File: config.mk
export PLATFORM = sky130hd
export DESIGN_NAME = tdc_event_buffer_flat
export DESIGN_NICKNAME = d
export VERILOG_FILES = /design/src/rtl/tdc_event_buffer_if.sv /design/src/rtl/tdc_event_buffer.sv /design/src/flat_wrapper.sv
export SDC_FILE = /design/constraint.sdc
export NUM_CORES = 1
export LEC_CHECK = 0
export CORE_ASPECT_RATIO = 0.7
export CORE_MARGIN = 5
export CORE_UTILIZATION = 43
export CTS_BUF_LIST = sky130_fd_sc_hd__clkbuf_8 sky130_fd_sc_hd__clkbuf_16
export CTS_CLUSTER_SIZE = 20
export DETAILED_ROUTE_END_ITERATION = 10
export GPL_TIMING_DRIVEN = 0
export PLACE_DENSITY = 0.71
export SYNTH_ARGS = -nofsm -noshare
export SYNTH_HDL_FRONTEND = slang
export SYNTH_SLANG_ARGS = --single-unit
File: constraint.sdc
create_clock -name clk -period 4.7 [get_ports clk]
set_input_delay 0.94 -clock clk [delete_from_list [all_inputs] [get_ports clk]]
set_output_delay 0.94 -clock clk [all_outputs]
set_load 0.01 [all_outputs]
File: src/rtl/tdc_event_buffer_if.sv
// Event stream bundle: TDC codes in, buffered codes out to the histogram builder.
// Handshake: an input code is offered while tdcValid=1; an output code is delivered in each cycle with wrEn=1, and the buffer only pops when rdy=1.
interface tdc_event_buffer_if #(
    parameter int NP = 10
) ();
    logic          tdcValid;
    logic [NP-1:0] tdcCode;
    logic          rdy;
    logic [NP-1:0] roughData;
    logic          wrEn;

    modport master (
        input  tdcValid,
        input  tdcCode,
        input  rdy,
        output roughData,
        output wrEn
    );

    modport slave (
        output tdcValid,
        output tdcCode,
        output rdy,
        input  roughData,
        input  wrEn
    );
endinterface

File: src/rtl/tdc_event_buffer.sv
// Gated TDC event FIFO between the TDC and the histogram builder. It is sequenced by
// acquisition and laser-cycle pulses. fsm_state exposes the controller state for debug.
module tdc_event_buffer #(
    parameter int NP     = 10,
    parameter int DEPTH  = 8,
    parameter int CYCLES = 1024
) (
    input  logic                   clk,
    input  logic                   res,
    input  logic                   acqStart,
    input  logic                   laserSync,
    input  logic [NP-1:0]          gateMin,
    input  logic [NP-1:0]          gateMax,
    output logic [15:0]            cycleCount,
    output logic [15:0]            dropCount,
    output logic                   busy,
    output logic                   acqDone,
    output logic [2:0]             fsm_state,
    tdc_event_buffer_if.master     bus
);

    localparam int          AW    = $clog2(DEPTH);
    localparam logic [15:0] CYC_L = 16'(CYCLES);

    typedef enum logic [2:0] {
        S_IDLE  = 3'd0,
        S_ARM   = 3'd1,
        S_ACQ   = 3'd2,
        S_DRAIN = 3'd3,
        S_DONE  = 3'd4
    } state_t;

    state_t state, state_next;

    logic [NP-1:0] mem [DEPTH];
    logic [AW:0]   wr_ptr, rd_ptr;
    logic          full, empty;
    logic          in_gate, term_sync, push_window, cand, push, drop, pop;

    assign full  = (wr_ptr[AW] != rd_ptr[AW]) && (wr_ptr[AW-1:0] == rd_ptr[AW-1:0]);
    assign empty = (wr_ptr == rd_ptr);

    assign in_gate   = (bus.tdcCode >= gateMin) && (bus.tdcCode <= gateMax);
    assign term_sync = (state == S_ACQ) && laserSync && (cycleCount == CYC_L);

    // The laserSync that opens the acquisition also opens the window; the one that closes it does not.
    assign push_window = ((state == S_ACQ) && !term_sync) || ((state == S_ARM) && laserSync);
    assign cand        = push_window && bus.tdcValid && in_gate;
    assign push        = cand && !full;
    assign drop        = cand && full;
    assign pop         = ((state == S_ACQ) || (state == S_DRAIN)) && !empty && bus.rdy;

    always_ff @(posedge clk) begin
        if (res) state <= S_IDLE;
        else     state <= state_next;
    end

    always_comb begin
        state_next = state;
        case (state)
            S_IDLE:  if (acqStart)  state_next = S_ARM;
            S_ARM:   if (laserSync) state_next = S_ACQ;
            S_ACQ:   if (term_sync) state_next = S_DRAIN;
            S_DRAIN: if (empty)     state_next = S_DONE;
            S_DONE:                 state_next = S_IDLE;
            default:                state_next = S_IDLE;
        endcase
    end

    assign busy      = (state == S_ACQ) || (state == S_DRAIN);
    assign acqDone   = (state == S_DONE);
    assign fsm_state = state;

    always_ff @(posedge clk) begin
        if (push) mem[wr_ptr[AW-1:0]] <= bus.tdcCode;
    end

    always_ff @(posedge clk) begin
        if (res) begin
            wr_ptr        <= '0;
            rd_ptr        <= '0;
            bus.wrEn      <= 1'b0;
            bus.roughData <= '0;
        end else begin
            if (push) wr_ptr <= wr_ptr + 1'b1;
            if (pop)  rd_ptr <= rd_ptr + 1'b1;
            bus.wrEn <= pop;
            if (pop) bus.roughData <= mem[rd_ptr[AW-1:0]];
        end
    end

    always_ff @(posedge clk) begin
        if (res) begin
            cycleCount <= '0;
        end else if ((state == S_IDLE) && acqStart) begin
            cycleCount <= '0;
        end else if ((state == S_ARM) && laserSync) begin
            cycleCount <= 16'd1;
        end else if ((state == S_ACQ) && laserSync && (cycleCount < CYC_L)) begin
            cycleCount <= cycleCount + 16'd1;
        end
    end

    // A full FIFO drops even when a pop frees a slot in the same cycle.
    always_ff @(posedge clk) begin
        if (res) begin
            dropCount <= '0;
        end else if ((state == S_IDLE) && acqStart) begin
            dropCount <= '0;
        end else if (drop && (dropCount != 16'hFFFF)) begin
            dropCount <= dropCount + 16'd1;
        end
    end

endmodule
File: src/flat_wrapper.sv
// flat-port wrapper written by rule: the top's interface ports become plain ports
module tdc_event_buffer_flat 
#(
    parameter int NP     = 10,
    parameter int DEPTH  = 8,
    parameter int CYCLES = 1024
)
  (clk, res, acqStart, laserSync, gateMin, gateMax, cycleCount, dropCount, busy, acqDone, fsm_state, bus_tdcValid, bus_tdcCode, bus_rdy, bus_roughData, bus_wrEn);
  tdc_event_buffer_if #(.NP(NP)) bus_i ();
  input  logic clk;
  input  logic res;
  input  logic acqStart;
  input  logic laserSync;
  input  logic [NP-1:0] gateMin;
  input  logic [NP-1:0] gateMax;
  output logic [15:0] cycleCount;
  output logic [15:0] dropCount;
  output logic busy;
  output logic acqDone;
  output logic [2:0] fsm_state;
  input wire logic [$bits(bus_i.tdcValid)-1:0] bus_tdcValid;
  input wire logic [$bits(bus_i.tdcCode)-1:0] bus_tdcCode;
  input wire logic [$bits(bus_i.rdy)-1:0] bus_rdy;
  output wire logic [$bits(bus_i.roughData)-1:0] bus_roughData;
  output wire logic [$bits(bus_i.wrEn)-1:0] bus_wrEn;
  assign bus_i.tdcValid = bus_tdcValid;
  assign bus_i.tdcCode = bus_tdcCode;
  assign bus_i.rdy = bus_rdy;
  assign bus_roughData = bus_i.roughData;
  assign bus_wrEn = bus_i.wrEn;
  tdc_event_buffer #(.NP(NP), .DEPTH(DEPTH), .CYCLES(CYCLES)) u_core (.clk(clk), .res(res), .acqStart(acqStart), .laserSync(laserSync), .gateMin(gateMin), .gateMax(gateMax), .cycleCount(cycleCount), .dropCount(dropCount), .busy(busy), .acqDone(acqDone), .fsm_state(fsm_state), .bus(bus_i));
endmodule
==> reports/qor.csv, run 1 <==
stage;metric;value;unit
run_status;outcome;completed;
timing;fin_ws;615;ps
place;dpl-instance-area;0.00712;mm²
drt;post_drt_via_cell_ratio;5.22;
flow_run;maxCapViolCount;0;
setup_path;cp.required;4820;ps
drt;totalWireLength;13400;µm
timing;min_period;4090;ps
clocking;clockRootBuffer;clkbuf_16;
timing;finalClockSkew;7.75;ps
layout;multi_input_area;0.00232;mm²
power;p_total;2.71;mW
worst_hold_path;hold_depth;2;
setup_path;crit_cells;10;
drt;first_pass_iters;4;
setup_path;startpoint;bus_tdcCode[7];
layout;stdcell_area;0.00771;mm²
layout;drive_above_1_share;13.9;%
power;seq_power_share;46.2;%
setup_path;crit_fanout;10;
drt;vias;4076;
setup_path;slowest_delay;740;ps
floorplan;initial_core_util;43.4;%
synthesis;syn_inst;472;
synthesis;ys_warn_count;0;
timing;fmax;245;MHz
layout;num_antenna_cells;0;
clocking;numClockSinks;134;
layout;final_cell_mix;clkdlybuf4s50_1, edfxtp_1, dfxtp_1;
grt;grt_overflow_total;0;
floorplan;rows;36;
clocking;path_clk_slew;60;ps
power;p_sw;0.605;mW
worst_hold_path;min_from;u_core.bus.roughData[7]$_SDFFE_PP0P_;
floorplan;core_area;0.0138;mm²
timing;rsz0062_at_grt;no;
layout;post-route-util;56.0;%
timing;finalSetupViolCount;0;
setup_path;end_kind;register;
place;dpl.hpwl;10000;µm
synthesis;avgSynthCellArea;12.7;µm²
synthesis;ys_ff_latch;134;
setup_path;rr_startpoint;u_core.cycleCount[0]$_SDFFE_PP0P_;
synthesis;synth_area;0.00599;mm²
setup_path;worst_ep_arrival_time;4210;ps
layout;final_common_cell;clkdlybuf4s50_1;
grt;grt_pass1_wl;21300;µm
drt;post_drt_wl_per_cell;17.2;µm
timing;hold_viol_final;0;
grt;antenna_found_initial;0;
clocking;cts_resized;0;
grt;groute.usage.overall;17.1;%
place;post-place-ws;152;ps
setup_path;r2r_cells;10;
drt;drcViolationCount;0;
clocking;post_cts_buffers;0;
grt;grt_pass1_vias;4132;
grt;grt_max_degree;17;
power;p_leak;2.69;nW
layout;nets;639;
layout;seq_area;0.00348;mm²
clocking;numCtsBuffers;17;
setup_path;crit_chain;clkdlybuf4s50_1, ha_1, a21oi_1, o22ai_1, nor3_1, o211ai_4, or2_1, buf_6, nor3_1, buf_4;
floorplan;dieArea;0.0164;mm²
power;pwr-share-clk;48.7;%
setup_path;path_class;input pin to register;
timing;maxSlewViolCount;0;
layout;syn2layout_area_growth;28.8;%
floorplan;ios;84;
power;p_comb_share;5.1;%
setup_path;crit_buf_inv;3;
floorplan;die_width;151;µm
clocking;cts_tree;yes;
setup_path;cp_top_family;simple AND/OR/NAND/NOR gates;
worst_hold_path;hold_path_class;register to register;
layout;fillers;1140;
timing;post-route-period-util;86.9;%
synthesis;synth.distinct_cells;52;
setup_path;setup.worst_path.start_class;input pin;
synthesis;synthFlopType;edfxtp_1;
power;power_density;351;mW/mm²
clocking;cts.htree.levels;4;
power;cell_internal_pwr;2.10;mW
place;gp_congestion;0.853;
setup_path;cp_slowest_cell;clkdlybuf4s50_1;
setup_path;crit_top_cell;nor3_1;
synthesis;synthArstFlopShare;0;%
timing;relSlewSlack;36.3;%
power;irDropWorstVdd;178;µV
clocking;clock_path_buffers;2;
clocking;hold_buffers;0;
drt;ant_nets;0;
power;p_sw_share;22.3;%
drt;drt_iter0_drc;301;
floorplan;die_h;109;µm
synthesis;yosysSeqAreaShare;58.2;%
place;io_buffers;83;
timing;worst_pin_slew;952;ps
clocking;clk_latency;410;ps
synthesis;synth_edf_count;80;
synthesis;synthesis.nets;533;
==> final timing paths <==
path / to / slack, ps
setup / recovery: u_core.mem[3][7]$_DFFE_PP_ / 610
hold / removal: u_core.bus.roughData[7]$_SDFFE_PP0P_ / 500
setup reg to reg: u_core.mem[3][7]$_DFFE_PP_ / 1630
hold reg to reg: u_core.bus.roughData[7]$_SDFFE_PP0P_ / 500
==> layout make-up <==
cell class,count,share of cell area (%)
flip-flops and latches,134,45.2
multi-input cells,286,30.0
well taps,190,3.08
plain buffers,20,1.31
inverters,32,1.56
clock inverters,15,2.19
clock buffers,17,5.52
repair buffers,87,11.2
==> sequential cells by signal (all words and copies together), names as in the netlist <==
signal	flops
u_core.dropCount	16
u_core.wr_ptr	4
u_core.bus.roughData	10
u_core.fsm_state	3
u_core.bus.wrEn	1
u_core.mem	80
u_core.cycleCount	16
u_core.rd_ptr	4
==> Yosys cell counts, types with 11 or more instances <==
library cell  number  area share (%)
mux2i_1           14             2.3
a211oi_1          15             1.9
edfxtp_1          80              40
nand2_1           26             1.6
mux4_2            21             7.9
ha_1              25             5.2
and3_1            11             1.1
nor3_1            11            0.92
inv_1             32             2.0
nand4_1           13             1.4
dfxtp_1           54              18
xor2_1            12             1.8
a21oi_1           18             1.5
nor2_1            45             2.8
==> power by group through the flow <==
stage / clock (mW) / sequential [mW] / combinational [mW]
after floorplan: 0 / 1.28 / 0.0660
final: 1.32 / 1.25 / 0.137
after CTS: 1.34 / 1.25 / 0.137
after global placement: 0 / 1.28 / 0.129
after global routing: 1.40 / 1.25 / 0.153
after detailed placement: 0 / 1.28 / 0.137
==> metal layers <==
layer	part of all wire (%)	global-route usage, %	vias to the layer above
li1	-	-	1984
met1	47	24.2	1963
met2	45	25.7	113
met3	5.9	4.53	16
met4	1.5	6.02	0
met5	0	0	-
==> metrics by stage <==
stage               std cells  hold WS, ps  TNS [ps]
global route              781          522         0
finish                    781          500         0
CTS                       781          501         0
global placement          745          482    -21850
detailed placement        749          491         0
floorplan                 472          470         0
==> tightest hold or removal path, stage by stage, from the launching register on <==
cell	delay, ps
dfxtp_1	310
nor2_1	100
a211oi_1	50
==> cells by family (layout without fill, tap and decap cells) <==
kind of cell / Yosys count / in the layout / share of synthesized area [%]
buf+inv: 52 / 171 / 3.70
mux: 35 / 35 / 10.2
simple gates: 148 / 148 / 12.9
compound gates: 57 / 57 / 6.71
flops: 134 / 134 / 58.2
fa+ha+maj: 25 / 25 / 5.22
xor+xnor: 21 / 21 / 3.07
Power figures use the tool's default switching activity.
==> inputs of run 2 (changes only) <==
--- a/config.mk
+++ b/config.mk
@@ -7,12 +7,12 @@
 export LEC_CHECK = 0
 export CORE_ASPECT_RATIO = 0.7
 export CORE_MARGIN = 5
-export CORE_UTILIZATION = 43
+export CORE_UTILIZATION = 55
 export CTS_BUF_LIST = sky130_fd_sc_hd__clkbuf_8 sky130_fd_sc_hd__clkbuf_16
 export CTS_CLUSTER_SIZE = 20
 export DETAILED_ROUTE_END_ITERATION = 10
 export GPL_TIMING_DRIVEN = 0
-export PLACE_DENSITY = 0.71
+export PLACE_DENSITY = 0.86
 export SYNTH_ARGS = -nofsm -noshare
 export SYNTH_HDL_FRONTEND = slang
 export SYNTH_SLANG_ARGS = --single-unit
==> reports/qor.csv, run 2 (same netlist as run 1, synthesis figures left out) <==
stage;metric;value;unit;change
setup_path;setup.worst_path.start_class;input pin;;
timing;min_period;4060;ps;-24.2 ps
power;irDropWorstVdd;329;µV;+85%
timing;rsz0062_at_grt;no;;
timing;finalClockSkew;8.03;ps;+0.277 ps
place;post-place-ws;253;ps;+102 ps
drt;totalWireLength;14600;µm;+8.6%
drt;ant_nets;0;;unchanged
place;io_buffers;83;;unchanged
grt;groute.usage.overall;23.2;%;+6.0 points
floorplan;rows;31;;-14%
setup_path;crit_chain;clkdlybuf4s50_1, ha_1, a21oi_1, nand2_1, nor3_1, o211ai_4, nor2_1, nand2_1, nor3b_2;;
clocking;hold_buffers;0;;unchanged
timing;hold_viol_final;0;;unchanged
clocking;numClockSinks;134;;unchanged
clocking;numCtsBuffers;17;;unchanged
layout;num_antenna_cells;0;;unchanged
timing;fmax;246;MHz;+0.60%
grt;grt_pass1_wl;23500;µm;+10%
setup_path;crit_top_cell;nand2_1;;
clocking;post_cts_buffers;0;;unchanged
timing;fin_ws;639;ps;+24.2 ps
drt;drcViolationCount;0;;unchanged
floorplan;dieArea;0.0131;mm²;-20%
drt;post_drt_wl_per_cell;20.2;µm;+17%
timing;maxSlewViolCount;0;;unchanged
place;dpl.hpwl;9930;µm;-0.80%
power;p_leak;2.72;nW;+1.3%
clocking;path_clk_slew;60;ps;about the same
drt;vias;4307;;+5.7%
timing;relSlewSlack;27.4;%;-8.9 points
grt;antenna_found_initial;0;;unchanged
power;power_density;372;mW/mm²;+6.0%
timing;finalSetupViolCount;0;;unchanged
floorplan;ios;84;;unchanged
flow_run;maxCapViolCount;0;;unchanged
setup_path;cp.required;4730;ps;-90 ps
timing;post-route-period-util;86.4;%;-0.51 points
layout;fillers;640;;-44%
floorplan;initial_core_util;57.2;%;+14 points
layout;nets;638;;-0.16%
floorplan;core_area;0.0105;mm²;-24%
layout;multi_input_area;0.00232;mm²;+0.22%
setup_path;slowest_delay;870;ps;+130 ps
grt;grt_overflow_total;0;;unchanged
setup_path;end_kind;register;;
clocking;cts_tree;yes;;
timing;worst_pin_slew;1080;ps;+133 ps
layout;final_common_cell;clkdlybuf4s50_1;;
place;gp_congestion;0.885;;+3.7%
layout;syn2layout_area_growth;28.7;%;about the same
grt;grt_max_degree;17;;unchanged
setup_path;worst_ep_arrival_time;4090;ps;-120 ps
setup_path;path_class;input pin to register;;
layout;final_cell_mix;clkdlybuf4s50_1, edfxtp_1, dfxtp_1;;
drt;post_drt_via_cell_ratio;5.97;;+14%
setup_path;crit_fanout;10;;unchanged
drt;drt_iter0_drc;420;;+40%
floorplan;die_h;97.3;µm;-11%
clocking;clock_path_buffers;2;;unchanged
drt;first_pass_iters;5;;+1
clocking;clk_latency;410;ps;about the same
worst_hold_path;hold_path_class;register to register;;
clocking;cts_resized;0;;unchanged
layout;largest_register_ffs;80;;unchanged
clocking;cts.htree.levels;4;;unchanged
clocking;clockRootBuffer;clkbuf_16;;
run_status;outcome;completed;;
layout;post-route-util;73.6;%;+18 points
layout;seq_area;0.00348;mm²;unchanged
grt;grt_pass1_vias;4427;;+7.1%
floorplan;die_width;135;µm;-11%
layout;drive_above_1_share;13.6;%;-0.32 points
setup_path;cp_slowest_cell;nor3b_2;;
## run 2: routing by layer
metal  wire [µm]  track usage, %
met1        6150            30.9
met2        7080            37.3
met3        1140            6.21
met4         194            6.81
met5           0               0
## run 2: per-stage QoR
step                      std cells  instance area, µm²  hold WS, ps  setup TNS (ps)  total power [mW]
after detailed placement        690                7040          492               0              1.41
after CTS                       722                7710          500               0              2.88
final                           722                7710          498               0              2.87
after floorplan                 472                5990          470               0              1.34
after global routing            722                7710          522               0              2.96
after global placement          687                6980          481          -28300              1.40
## run 2: final timing paths
check / startpoint / to / slack, ps / depth (start not counted)
min: u_core.bus.roughData[7]$_SDFFE_PP0P_ / u_core.bus.roughData[7]$_SDFFE_PP0P_ / 500 / 2
max reg2reg: u_core.cycleCount[0]$_SDFFE_PP0P_ / u_core.mem[5][2]$_DFFE_PP_ / 1580 / 9
max: bus_tdcCode[9] / u_core.mem[5][2]$_DFFE_PP_ / 640 / 9
min reg2reg: u_core.bus.roughData[7]$_SDFFE_PP0P_ / u_core.bus.roughData[7]$_SDFFE_PP0P_ / 500 / 2
## run 2: where the power goes
part	total, mW	internal, mW	leakage, nW	switching (mW)
registers	1.25	1.25	1.15	0.00444
logic	0.138	0.0620	1.24	0.0761
clock network	1.48	0.989	0.327	0.490
total	2.87	2.30	2.72	0.570
## run 2: worst max-delay path: cells and delay by family
family	cells	cell delay, ps
AND/OR/NAND/NOR	5	1690
AO/OA/AOI/OAI	2	360
buffers and inverters	1	750
adder cells (fa/ha/maj)	1	340
## run 2: layout make-up
| type | count | area share (%) |
|---|---|---|
| Sequential cell | 134 | 45.2 |
| Multi-Input combinational cell | 286 | 30.1 |
| Timing Repair Buffer | 86 | 11.1 |
| Clock buffer | 17 | 5.52 |
| Clock inverter | 15 | 3.08 |
| Tap cell | 132 | 2.14 |
| Inverter | 32 | 1.56 |
| Buffer | 20 | 1.31 |
